**src/rtl/fetch_stage_pkg.sv**
```systemverilog
// +----------------------------------------------------------------------+
// | fetch_stage_pkg : shared fetch-stage encodings and reset constants    |
// | Revision 1.0                                                          |
// +----------------------------------------------------------------------+
`default_nettype none

package fetch_stage_pkg;

    typedef enum logic [1:0] {
        IDLE = 2'd0,
        REQ  = 2'd1,
        HOLD = 2'd2
    } fetch_state_t;

    localparam logic [31:0] DEFAULT_RESET_PC  = 32'h0000_0000;
    localparam logic [31:0] DEFAULT_NOP_INSTR = 32'h0000_0000;

    // IF/ID payload: {valid, pc+4, pc, instr}
    localparam int IFID_W = 97;

endpackage

`default_nettype wire

```
**src/rtl/fetch_stage_ifid_reg.sv**
```systemverilog
// +----------------------------------------------------------------------+
// | ifid_reg : enable/clear pipeline register, active-low sync reset     |
// | Revision 1.0                                                          |
// +----------------------------------------------------------------------+
`default_nettype none

module ifid_reg
    import fetch_stage_pkg::*;
#(
    parameter int                 WIDTH   = IFID_W,
    parameter logic [WIDTH-1:0]   CLR_VAL = '0
) (
    input  logic             clk,
    input  logic             rst,
    input  logic             en,
    input  logic             clr,
    input  logic [WIDTH-1:0] d,
    output logic [WIDTH-1:0] q
);

    // Clear outranks enable so a flush wins over a stall.
    always_ff @(posedge clk) begin
        if (!rst) begin
            q <= CLR_VAL;
        end else if (clr) begin
            q <= CLR_VAL;
        end else if (en) begin
            q <= d;
        end
    end

endmodule

`default_nettype wire

```
**src/rtl/fetch_stage.sv**
```systemverilog
// +----------------------------------------------------------------------+
// | fetch_stage : PC, imem req/ready handshake and IF/ID register         |
// | Optional macro FETCH_PERF_EN adds fetch/kill counters. Revision 1.0   |
// +----------------------------------------------------------------------+
`default_nettype none

module fetch_stage
    import fetch_stage_pkg::*;
#(
    parameter logic [31:0] RESET_PC  = DEFAULT_RESET_PC,
    parameter logic [31:0] NOP_INSTR = DEFAULT_NOP_INSTR
) (
    input  logic        clka,
    input  logic        rst,
    input  logic        stallD,
    input  logic        flushD,
    input  logic        pcsrcM,
    input  logic [31:0] pc_branchM,
    input  logic        jumpD,
    input  logic [31:0] jump_addrD,
    output logic        inst_req,
    output logic [31:0] inst_addr,
    input  logic [31:0] inst_rdata,
    input  logic        inst_ready,
    output logic [31:0] instrD,
    output logic [31:0] pcD,
    output logic [31:0] pcplus4D,
    output logic        validD,
    output logic        fetch_busy
`ifdef FETCH_PERF_EN
    ,
    output logic [31:0] perf_fetch_cnt,
    output logic [31:0] perf_kill_cnt
`endif
);

    fetch_state_t state, state_nx;
    logic [31:0]  pc_f, pc_f_nx;
    logic [31:0]  addr_q, addr_q_nx;
    logic [31:0]  hold_buf, hold_buf_nx;
    logic         kill, kill_nx;

    logic         redirect;
    logic [31:0]  target;
    logic [31:0]  addr_plus4;
    logic         fetch_valid;
    logic [31:0]  fetch_word;
    logic         ifid_clr;
    logic [IFID_W-1:0] ifid_d, ifid_q;

    assign redirect   = pcsrcM | jumpD;
    // Branch in M is older than the jump in D, so it wins.
    assign target     = pcsrcM ? pc_branchM : jump_addrD;
    assign addr_plus4 = addr_q + 32'd4;

    always_ff @(posedge clka) begin
        if (!rst) begin
            state    <= IDLE;
            pc_f     <= RESET_PC;
            addr_q   <= '0;
            kill     <= 1'b0;
            hold_buf <= '0;
        end else begin
            state    <= state_nx;
            pc_f     <= pc_f_nx;
            addr_q   <= addr_q_nx;
            kill     <= kill_nx;
            hold_buf <= hold_buf_nx;
        end
    end

    always_comb begin
        state_nx    = state;
        pc_f_nx     = pc_f;
        addr_q_nx   = addr_q;
        kill_nx     = kill;
        hold_buf_nx = hold_buf;
        fetch_valid = 1'b0;
        fetch_word  = inst_rdata;
        case (state)
            IDLE: begin
                state_nx  = REQ;
                addr_q_nx = pc_f;
            end
            REQ: begin
                if (inst_ready) begin
                    if (kill || redirect) begin
                        pc_f_nx   = redirect ? target : pc_f;
                        addr_q_nx = redirect ? target : pc_f;
                        kill_nx   = 1'b0;
                    end else if (stallD) begin
                        hold_buf_nx = inst_rdata;
                        state_nx    = HOLD;
                    end else begin
                        fetch_valid = 1'b1;
                        pc_f_nx     = addr_plus4;
                        addr_q_nx   = addr_plus4;
                    end
                end else if (redirect) begin
                    // addr_q must stay put until the outstanding request completes.
                    pc_f_nx = target;
                    kill_nx = 1'b1;
                end
            end
            HOLD: begin
                if (redirect) begin
                    pc_f_nx   = target;
                    addr_q_nx = target;
                    state_nx  = REQ;
                end else if (!stallD) begin
                    fetch_valid = 1'b1;
                    fetch_word  = hold_buf;
                    pc_f_nx     = addr_plus4;
                    addr_q_nx   = addr_plus4;
                    state_nx    = REQ;
                end
            end
            default: state_nx = IDLE;
        endcase
    end

    assign inst_req   = (state == REQ);
    assign inst_addr  = addr_q;
    assign fetch_busy = (state == REQ) & ~inst_ready;

    // A redirect never yields fetch_valid, so it bubbles through the second term.
    assign ifid_clr = flushD | (~stallD & ~fetch_valid);
    assign ifid_d   = {1'b1, addr_plus4, addr_q, fetch_word};

    ifid_reg #(
        .WIDTH   (IFID_W),
        .CLR_VAL ({1'b0, 32'h0, 32'h0, NOP_INSTR})
    ) u_ifid (
        .clk (clka),
        .rst (rst),
        .en  (~stallD),
        .clr (ifid_clr),
        .d   (ifid_d),
        .q   (ifid_q)
    );

    assign validD   = ifid_q[96];
    assign pcplus4D = ifid_q[95:64];
    assign pcD      = ifid_q[63:32];
    assign instrD   = ifid_q[31:0];

`ifdef FETCH_PERF_EN
    logic discard;
    logic valid_load;

    assign discard    = ((state == REQ) & inst_ready & (kill | redirect)) |
                        ((state == HOLD) & redirect);
    assign valid_load = fetch_valid & ~flushD;

    always_ff @(posedge clka) begin
        if (!rst) begin
            perf_fetch_cnt <= '0;
            perf_kill_cnt  <= '0;
        end else begin
            if (valid_load && (perf_fetch_cnt != 32'hFFFF_FFFF)) begin
                perf_fetch_cnt <= perf_fetch_cnt + 32'd1;
            end
            if (discard && (perf_kill_cnt != 32'hFFFF_FFFF)) begin
                perf_kill_cnt <= perf_kill_cnt + 32'd1;
            end
        end
    end
`endif

endmodule

`default_nettype wire
```
**config.mk**
```make
export PLATFORM = sky130hd
export DESIGN_NAME = fetch_stage
export DESIGN_NICKNAME = d
export VERILOG_FILES = /design/src/rtl/fetch_stage_pkg.sv /design/src/rtl/fetch_stage_ifid_reg.sv /design/src/rtl/fetch_stage.sv
export SDC_FILE = /design/constraint.sdc
export NUM_CORES = 1
export LEC_CHECK = 0
export ABC_AREA = 1
export BUFFER_PORTS_ARGS = -buffer_cell sky130_fd_sc_hd__buf_2
export CAP_MARGIN = 20
export CORE_MARGIN = 5
export CORE_UTILIZATION = 35
export DETAILED_ROUTE_END_ITERATION = 10
export GPL_TIMING_DRIVEN = 1
export SLEW_MARGIN = 20
export SYNTH_ARGS = -nofsm -noshare
export SYNTH_HDL_FRONTEND = slang
export SYNTH_HIERARCHICAL = 1
export SYNTH_SLANG_ARGS = --single-unit
export TNS_END_PERCENT = 1
```
**constraint.sdc**
```tcl
create_clock -name clka -period 2.3 [get_ports clka]
set_input_delay 0.23 -clock clka [delete_from_list [all_inputs] [get_ports clka]]
set_output_delay 0.23 -clock clka [all_outputs]
set_load 0.02 [all_outputs]
```
## Word level (Yosys, flattened, before mapping)

Cells that the tools add are included.

- Register bits after elaboration: 196
- Latch bits: 0
- RAM bits: 0
- ROM bits: 0
- Input port bits: 103
- Output and inout port bits: 131
- Logic and storage cells: 61
- Memories: 0

- $add $sub $neg: 1
- Multiply operators: 0
- Div/mod/pow operators: 0
- $lt $le $gt $ge: 0
- Equal/unequal tests: 7
- Shift operators: 0
- Mux-type cells: 28
- Bitwise logic cells: 9
- Reduce and logical (&&, ||, !) cells: 10

Operator list:

| kind | number |
|---|---|
| two-way mux 32 bit | 12 |
| one-hot mux 32 bit (3 select lines) | 1 |
| one-hot mux 32 bit (2 select lines) | 1 |
| adder 32 x 3 -> 32 bit, second input constant | 1 |
| two-way mux 2 bit | 5 |
| AND reduction 4 bit | 2 |
| two-way mux 1 bit | 7 |
| one-hot mux 2 bit (3 select lines) | 1 |
| NOT 1 bit | 5 |
| != test 2 x 1 -> 1 bit, second input constant | 2 |
| != test 2 bit, second input constant | 2 |
| nonzero test 2 bit | 2 |
| != test 3 bit, second input constant | 1 |
| AND reduction 3 bit | 1 |
| nonzero test 3 bit | 1 |
| bitwise AND 1 bit | 2 |
| equality test 2 x 1 -> 1 bit, second input constant | 1 |
| equality test 2 bit, second input constant | 1 |
| zero test 2 bit | 1 |
| bitwise OR 1 bit | 2 |
| one-hot mux 1 bit (2 select lines) | 1 |
| AND reduction 2 bit | 1 |
| OR reduction 2 bit | 1 |
| logical OR 1 bit | 1 |

## Depth between registers and ports, before layout

Gate-level depths: netlist (run 1).

- Word-level depth: 9
- Depth in mapped cells: 14
- Depth with buffers taken out: 14

## By module

The synthesis (run 1) kept the hierarchy.

Modules (own cells, without submodules):

| module | times used | cells each | area an instance (um^2) | sequential area each (um^2) |
|---|---|---|---|---|
| fetch_stage | 1 | 1,410 | 7,825.0 | 1,981.9 |
| ifid_reg | 1 | 422 | 3,440.8 | 1,941.9 |

## Least setup slack after synthesis (run 1)

Ideal clock, no wire load.

- Path type: reg2reg
- Start: reg state[1]
- End: reg u_ifid.q[83]
- Setup time: 118 ps
- Data arrival time: 1,872 ps
- Required time: 2,182 ps
- Setup slack: 310 ps
- Stages on the path, launching flop included: 12
- Buffers on the path: 3
- Clock period less this slack: 1,990 ps
- Path through: dfxtp_1 -> inv_1 -> ha_1 -> nand3_1 -> clkbuf_1 -> a21oi_1 -> o21bai_1 -> inv_1 -> nand2_2 -> buf_2 -> buf_4 -> a21oi_2

- Cells in the longest elaborated chain, start to end: 6
- Elaborated cells on any way between the ends: 7
- Classes of those cells: eq/ne (2); mux (1); bitwise (3); reduce/logical (1)

Ends and longest elaborated chain:

| item | RTL line | text |
|---|---|---|
| start, declared | fetch_stage.sv:37 | `fetch_state_t state, state_nx;` |
| start signal, assigned | fetch_stage.sv:64 | `state <= state_nx;` |
| equality test 2 x 1 -> 1 bit | n/a |  |
| named net inst_req | fetch_stage.sv:21 | `output logic inst_req,` |
| one-hot mux 1 bit (2 select lines) | fetch_stage.sv:80 | `case (state)` |
| NOT 1 bit | fetch_stage.sv:127 | `assign ifid_clr = flushD \| (~stallD & ~fetch_valid);` |
| bitwise AND 1 bit | fetch_stage.sv:127 |  |
| bitwise OR 1 bit | fetch_stage.sv:127 |  |
| named net ifid_clr | fetch_stage.sv:48 | `logic ifid_clr;` |
| OR reduction 2 bit (no line) | n/a |  |
| end signal, assigned | fetch_stage_ifid_reg.sv:24 | `q <= CLR_VAL;` |
| end signal, assigned | fetch_stage_ifid_reg.sv:26 | `q <= CLR_VAL;` |
| end signal, assigned | fetch_stage_ifid_reg.sv:28 | `q <= d;` |
| end, declared | fetch_stage_ifid_reg.sv:18 | `output logic [WIDTH-1:0] q` |

The timed path passes the listed nets, and every way through them passes these cells.
A chain may end at the register's enable or synchronous reset.

## Final worst setup path (run 1)

- Start: reg state[1]
- End: reg addr_q[30], in the netlist inst_addr[30]

- Cells in the longest elaborated chain, start to end: 3
- Elaborated cells on any way between the ends: 7
- Classes of those cells: eq/ne (3); mux (1); reduce/logical (3)

Ends and longest elaborated chain:

| item | RTL line | text |
|---|---|---|
| equality test 2 x 1 -> 1 bit, or another cell as far along | fetch_stage.sv:80 |  |
| != test 2 x 1 -> 1 bit (no line) or nonzero test 3 bit (tied branches) | n/a |  |
| AND reduction 2 bit (no line) | n/a |  |
| end signal, assigned | fetch_stage.sv:66 | `addr_q <= addr_q_nx;` |
| end, declared | fetch_stage.sv:39 | `logic [31:0] addr_q, addr_q_nx;` |

Parallel ways exist; a longest one is shown, timed or not.

==> results of run 1 <==
registers in the layout, summed over array words and instances, names as in the netlist:
signal	count
hold_buf	32
inst_addr	32
kill	1
pc_f	32
state	2
u_ifid/q	97
critical path, cell delays in order, from the launching register on:
cell	delay (ps)
dfxtp_1	350
inv_1	110
ha_1	300
nand2_2	250
inv_2	470
o21ai_1	200
nand2_1	110
nand2_1	50
a21oi_1	170
cell usage after synthesis (all sizes together):
master,count
a211oi,1
a21oi,255
a22o,4
a22oi,1
a31oi,4
and3,1
buf,61
clkbuf,53
clkinv,2
conb,1
dfxtp,196
ha,6
inv,129
nand2,685
nand3,41
nand3b,2
nand4,1
nor2,154
nor3,1
o211ai,4
o21ai,212
o21bai,1
or2,8
xnor2,1
xor2,8
final timing paths:
path / start / to / slack (ps) / depth (start not counted)
setup reg to reg: state[1] / inst_addr[30] / 190 / 8
setup / recovery: state[1] / inst_addr[30] / 190 / 8
hold reg to reg: hold_buf[21] / hold_buf[21] / 450 / 2
hold / removal: inst_rdata[20] / u_ifid/q[20] / 130 / 5
per-stage QoR:
stage | hold WS [ps] | util [%] | area, µm² | total power, mW | worst slack, ps
floorplan | 406 | - | 11300 | 8.36 | 310
global route | 121 | 42.7 | 13500 | 14.6 | 46.2
global placement | 432 | 40.8 | 12900 | 10.5 | 247
CTS | 108 | 42.7 | 13500 | 13.7 | 147
finish | 130 | 42.7 | 13500 | 13.7 | 187
detailed placement | 440 | 40.8 | 12900 | 10.6 | 187
area by class of cell:
type	count	area share [%]
repair buffers	294	12.6
flip-flops and latches	196	29.1
multi-input cells	1391	46.5
clock buffers	19	3.35
inverters	131	3.75
clock inverters	13	1.01
well taps	402	3.72
routing by layer:
metal	GRT usage [%]	routed length, µm
met3	4.39	2640
met1	27.8	17400
met2	35.9	18600
met4	7.60	1250
met5	0	13
kinds of logic after synthesis:
group | share of synthesized area (%)
adder cells (fa/ha/maj) | 0.666
buffers and inverters | 9.56
other | 0.0333
flip-flops | 34.8
AND/OR/NAND/NOR | 31.7
AO/OA/AOI/OAI | 22.5
XOR/XNOR | 0.700
report_power, final:
part	internal (mW)	switching, mW
Clock	1.59	1.49
Sequential	3.99	0.504
Combinational	1.95	4.15
==> flow_metrics.tcl, run 1 <==
set metrics [dict create \
    finalHoldViolCount 0 \
    grt_usage_pct 21.5 \
    grt_overflow 0 \
    area_delta_synth_final_pct 19.9 \
    clockBufferDepth 2 \
    rsz0062_at_grt "false" \
    drt-total-wl_um 39900 \
    fin_cells 2446 \
    irDropWorstVdd_v 0.000724 \
    skew_ps 20.5 \
    cp.required_ps 2670 \
    worstMarginPinSlew_ps 574 \
    post-cts-setup-buffers 0 \
    slew_headroom_pct 61.7 \
    synth_area_leader_cell "dfxtp_1" \
    drc 0 \
    portBuffers 233 \
    fill_cells 3351 \
    wire_per_inst_um 16.3 \
    startpoint_type "register" \
    cts_resized 0 \
    final_nets 2140 \
    syn_nets 1941 \
    setup_viol 0 \
    end_kind "register" \
    ctsHoldBuffers 0 \
    min_period_ps 2110 \
    fmaxAchievable_mhz 473 \
    antenna_left 0 \
    h-tree-depth 4 \
    die_h_um 189 \
    clk_pin_slew_ps 80 \
    clkLatencyLatePin_ps 460 \
    dr.pass1.iters 6 \
    synthTopCellsByArea "dfxtp_1 (35%), nand2_1 (22%), a21oi_1 (10%)" \
    placementRows 65 \
    core_area_um2 31600 \
    final.setup.tns_ps 0 \
    synth-seq-cells 196 \
    syn_inst 1832 \
    place_congestion 0.892 \
    yosys_warnings 6 \
    cts_tree "yes" \
    drtIter0Drc 965 \
    initial_core_util_pct 35.6 \
    grt_pass1_vias 11700 \
    slew_violations 0 \
    dp_hpwl_um 28400 \
    num_io_pins 234 \
    synth_cell_types 40 \
    path_class "register to register" \
    drive_above_1_share_pct 19.8 \
    post_drt_via_cell_ratio 5.10 \
    final_cell_mix "nand2_1 (669), a21oi_1 (232), buf_2 (232), o21ai_0 (196), dfxtp_1 (195)" \
    die_x_um 189 \
    dieArea_um2 35900 \
    period_share_pct 91.8 \
    netlist.area_leader.share_pct 34.8 \
    hold_path.class "primary input to register" \
    avgSynthCellArea_um2 6.15 \
    syn_area_um2 11300 \
    numCtsBuffers 17 \
    seq_area_um2 3930 \
    grt_pass1_wl_um 62400 \
    via_count 12500 \
    final_common_cell "nand2_1" \
    cap_violations 0 \
    dp_cells 2414 \
    diodes 0 \
    worstPathMaxFanout 23 \
    p_leak_nw 5.95 \
    synth_seq_area_share_pct 34.8 \
    multi_input_area_um2 6280 \
    cts_num_sinks 196 \
    status "complete, no violations" \
    root_buffer "clkbuf_16" \
    grt_start_max_net_pins 113 \
    arrival_ps 2480 \
    antenna_found_initial 1 \
    power-per-cell-area_nw_per_um2 1010 \
]
Note: power is estimated with default switching activity, not from simulation.
==> run 2: changes to the inputs <==
==> constraint.sdc (replaced) <==
create_clock -name clka -period 2 [get_ports clka]
set_input_delay 0.2 -clock clka [delete_from_list [all_inputs] [get_ports clka]]
set_output_delay 0.2 -clock clka [all_outputs]
set_load 0.02 [all_outputs]
==> run 2 against run 1 <==
- via count increased by 1.4%
- hold slack got worse by 25 ps
- sequential share of layout area fell by 0.70 points
- count of clock-buffer cells in the layout decreased by 1
- maximum frequency increased by 10%
- sequential power up 16%
- non-clock buffer count rose by 30
- critical path depth is 4 higher
- worst setup slack got worse by 100 ps
- total power rose by 17%
- cell count grew 1.2%
- largest power group unchanged
==> flow_metrics.tcl, run 2 (synthesis results as in run 1) <==
set metrics [dict create \
    status "complete, no violations" \
    min_period_ps 1920 \
    arrival_ps 2260 \
    power-per-cell-area_nw_per_um2 1160 \
    worstMarginPinSlew_ps 568 \
    final_cell_mix "nand2_1 (668), buf_2 (232), a21oi_1 (231), o21ai_0 (196), dfxtp_1 (189)" \
    skew_ps 18.3 \
    worstReg2RegEnd "pc_f[19]" \
    cp.required_ps 2350 \
    core_area_um2 31600 \
    largest-register "u_ifid/q" \
    cp_slowest_stage_delay_ps 340 \
    grt_start_max_net_pins 113 \
    largest_reg_flops 97 \
    root_buffer "clkbuf_16" \
    placementRows 65 \
    grt_pass1_vias 11900 \
    via_count 12600 \
    finalHoldViolCount 0 \
    drt-total-wl_um 41000 \
    post-cts-setup-buffers 0 \
    slew_violations 0 \
    area_delta_synth_final_pct 23.0 \
    end_kind "register" \
    cap_violations 0 \
    path_delay_family "simple AND/OR/NAND/NOR gates" \
    cpMostUsedCell "nand2_1" \
    hold_path.class "primary input to register" \
    fmaxAchievable_mhz 522 \
    initial_core_util_pct 35.6 \
    holdWs_ps 105 \
    drc 0 \
    cpMaxStageDelayCell "dfxtp_1" \
    portBuffers 233 \
    clockBufferDepth 2 \
    grt_usage_pct 22.0 \
    startpoint_type "register" \
    cts_tree "yes" \
    final_nets 2170 \
    clk_pin_slew_ps 90 \
    worstReg2RegStart "inst_addr[3]" \
    antenna_left 0 \
    hp-start "inst_rdata[11]" \
    cts_num_sinks 196 \
    drive_above_1_share_pct 21.8 \
    hold_end "u_ifid/q[11]" \
    num_io_pins 234 \
    die_x_um 189 \
    dp_hpwl_um 29100 \
    ctsHoldBuffers 0 \
    fill_cells 3394 \
    antenna_found_initial 1 \
    period_share_pct 95.8 \
    worst-path-buf-inv 2 \
    numCtsBuffers 17 \
    cp_cell_sequence "buf_4 -> nand2_1 -> nor2_2 -> nand2_2 -> nor2_4 -> inv_2 -> o21ai_2 -> nand3_1 -> nand2_1 -> nand2_1 -> a21oi_1 -> nor2_1" \
    setup_viol 0 \
    final_util_pct 43.8 \
    irDropWorstVdd_v 0.00108 \
    place_congestion 0.913 \
    slew_headroom_pct 62.1 \
    worstPathMaxFanout 6 \
    p_leak_nw 6.14 \
    dieArea_um2 35900 \
    hold_depth 5 \
    die_h_um 189 \
    grt_pass1_wl_um 63800 \
    rrSetupSlack_ps 80 \
    wire_per_inst_um 16.6 \
    dr.pass1.iters 7 \
    grt_overflow 0 \
    rsz0062_at_grt "true" \
    final_common_cell "nand2_1" \
    h-tree-depth 4 \
    r2r_cells 12 \
    drtIter0Drc 1011 \
    path_class "register to register" \
    post_drt_via_cell_ratio 5.11 \
    diodes 0 \
    clkLatencyLatePin_ps 450 \
]
## run 2: cell types whose count changed in the layout (fill, tap and decap cells not counted), moves of 2 or more
cell      delta
nor2_2       +9
dfxtp_1      -6
buf_12       +8
clkinv_2     +2
inv_8        +2
dfxtp_2      +6
buf_4       +21
inv_6        -3
nor2_1       -9
## run 2: where the power goes
group	leakage [nW]	switching, mW	total, mW	internal (mW)
clock network	0.272	1.75	3.42	1.67
registers	1.59	0.622	5.22	4.60
logic	4.27	4.89	7.42	2.53
total	6.14	7.26	16.1	8.80
## run 2: per-stage QoR
stage	setup TNS (ps)	std cells	total power, mW	cell area [µm²]	setup slack, ps
6_report	0	2476	16.1	13900	84.2
3_5_place_dp	-90.2	2443	12.6	13200	-49.7
4_1_cts	0	2475	16.0	13800	75.1
2_1_floorplan	0	1832	9.62	11300	9.63
3_3_place_gp	-9.14	2443	12.5	13200	-9.14
5_1_grt	-141	2476	17.1	13900	-41.3
## run 2: repair_timing
item / in CTS / in global routing
endpoints found under the setup margin: 5 / 129
resized for setup: 2 / 20
gates cloned: 0 / 1
## run 2: final cells by class
class	instances	area [µm²]	area share, %
clock inverter	14	120	0.867
tap	402	503	3.63
clock buffer	18	439	3.17
multi-input combinational	1391	6310	45.6
sequential	196	3930	28.4
timing repair buffer	324	2040	14.7
inverter	131	507	3.66
## run 2: worst min-delay path: stages
cell and delay (ps):
buf_2 100, nand2_1 50, nand2_1 40, nand2_1 60, a21oi_1 60
## run 2: how the worst max path moves through the flow
| stage | start | end | depth (start not counted) |
|---|---|---|---|
| 2_1_floorplan | state[1] | u_ifid/q[83] | 11 |
| 3_3_place_gp | inst_addr[17] | pc_f[31] | 12 |
| 3_5_place_dp | inst_addr[17] | pc_f[31] | 12 |
| 4_1_cts | inst_addr[14] | inst_addr[31] | 11 |
| 5_1_grt | inst_addr[3] | pc_f[19] | 12 |
| 6_report | inst_addr[3] | pc_f[19] | 12 |
## run 2: layer usage
layer | routed length, µm | up-vias | track usage [%]
li1 | - | 6325 | -
met4 | 1240 | 2 | 7.29
met5 | 13 | - | 0
met2 | 19300 | 441 | 36.9
met3 | 2950 | 67 | 4.41
met1 | 17500 | 5814 | 28.5
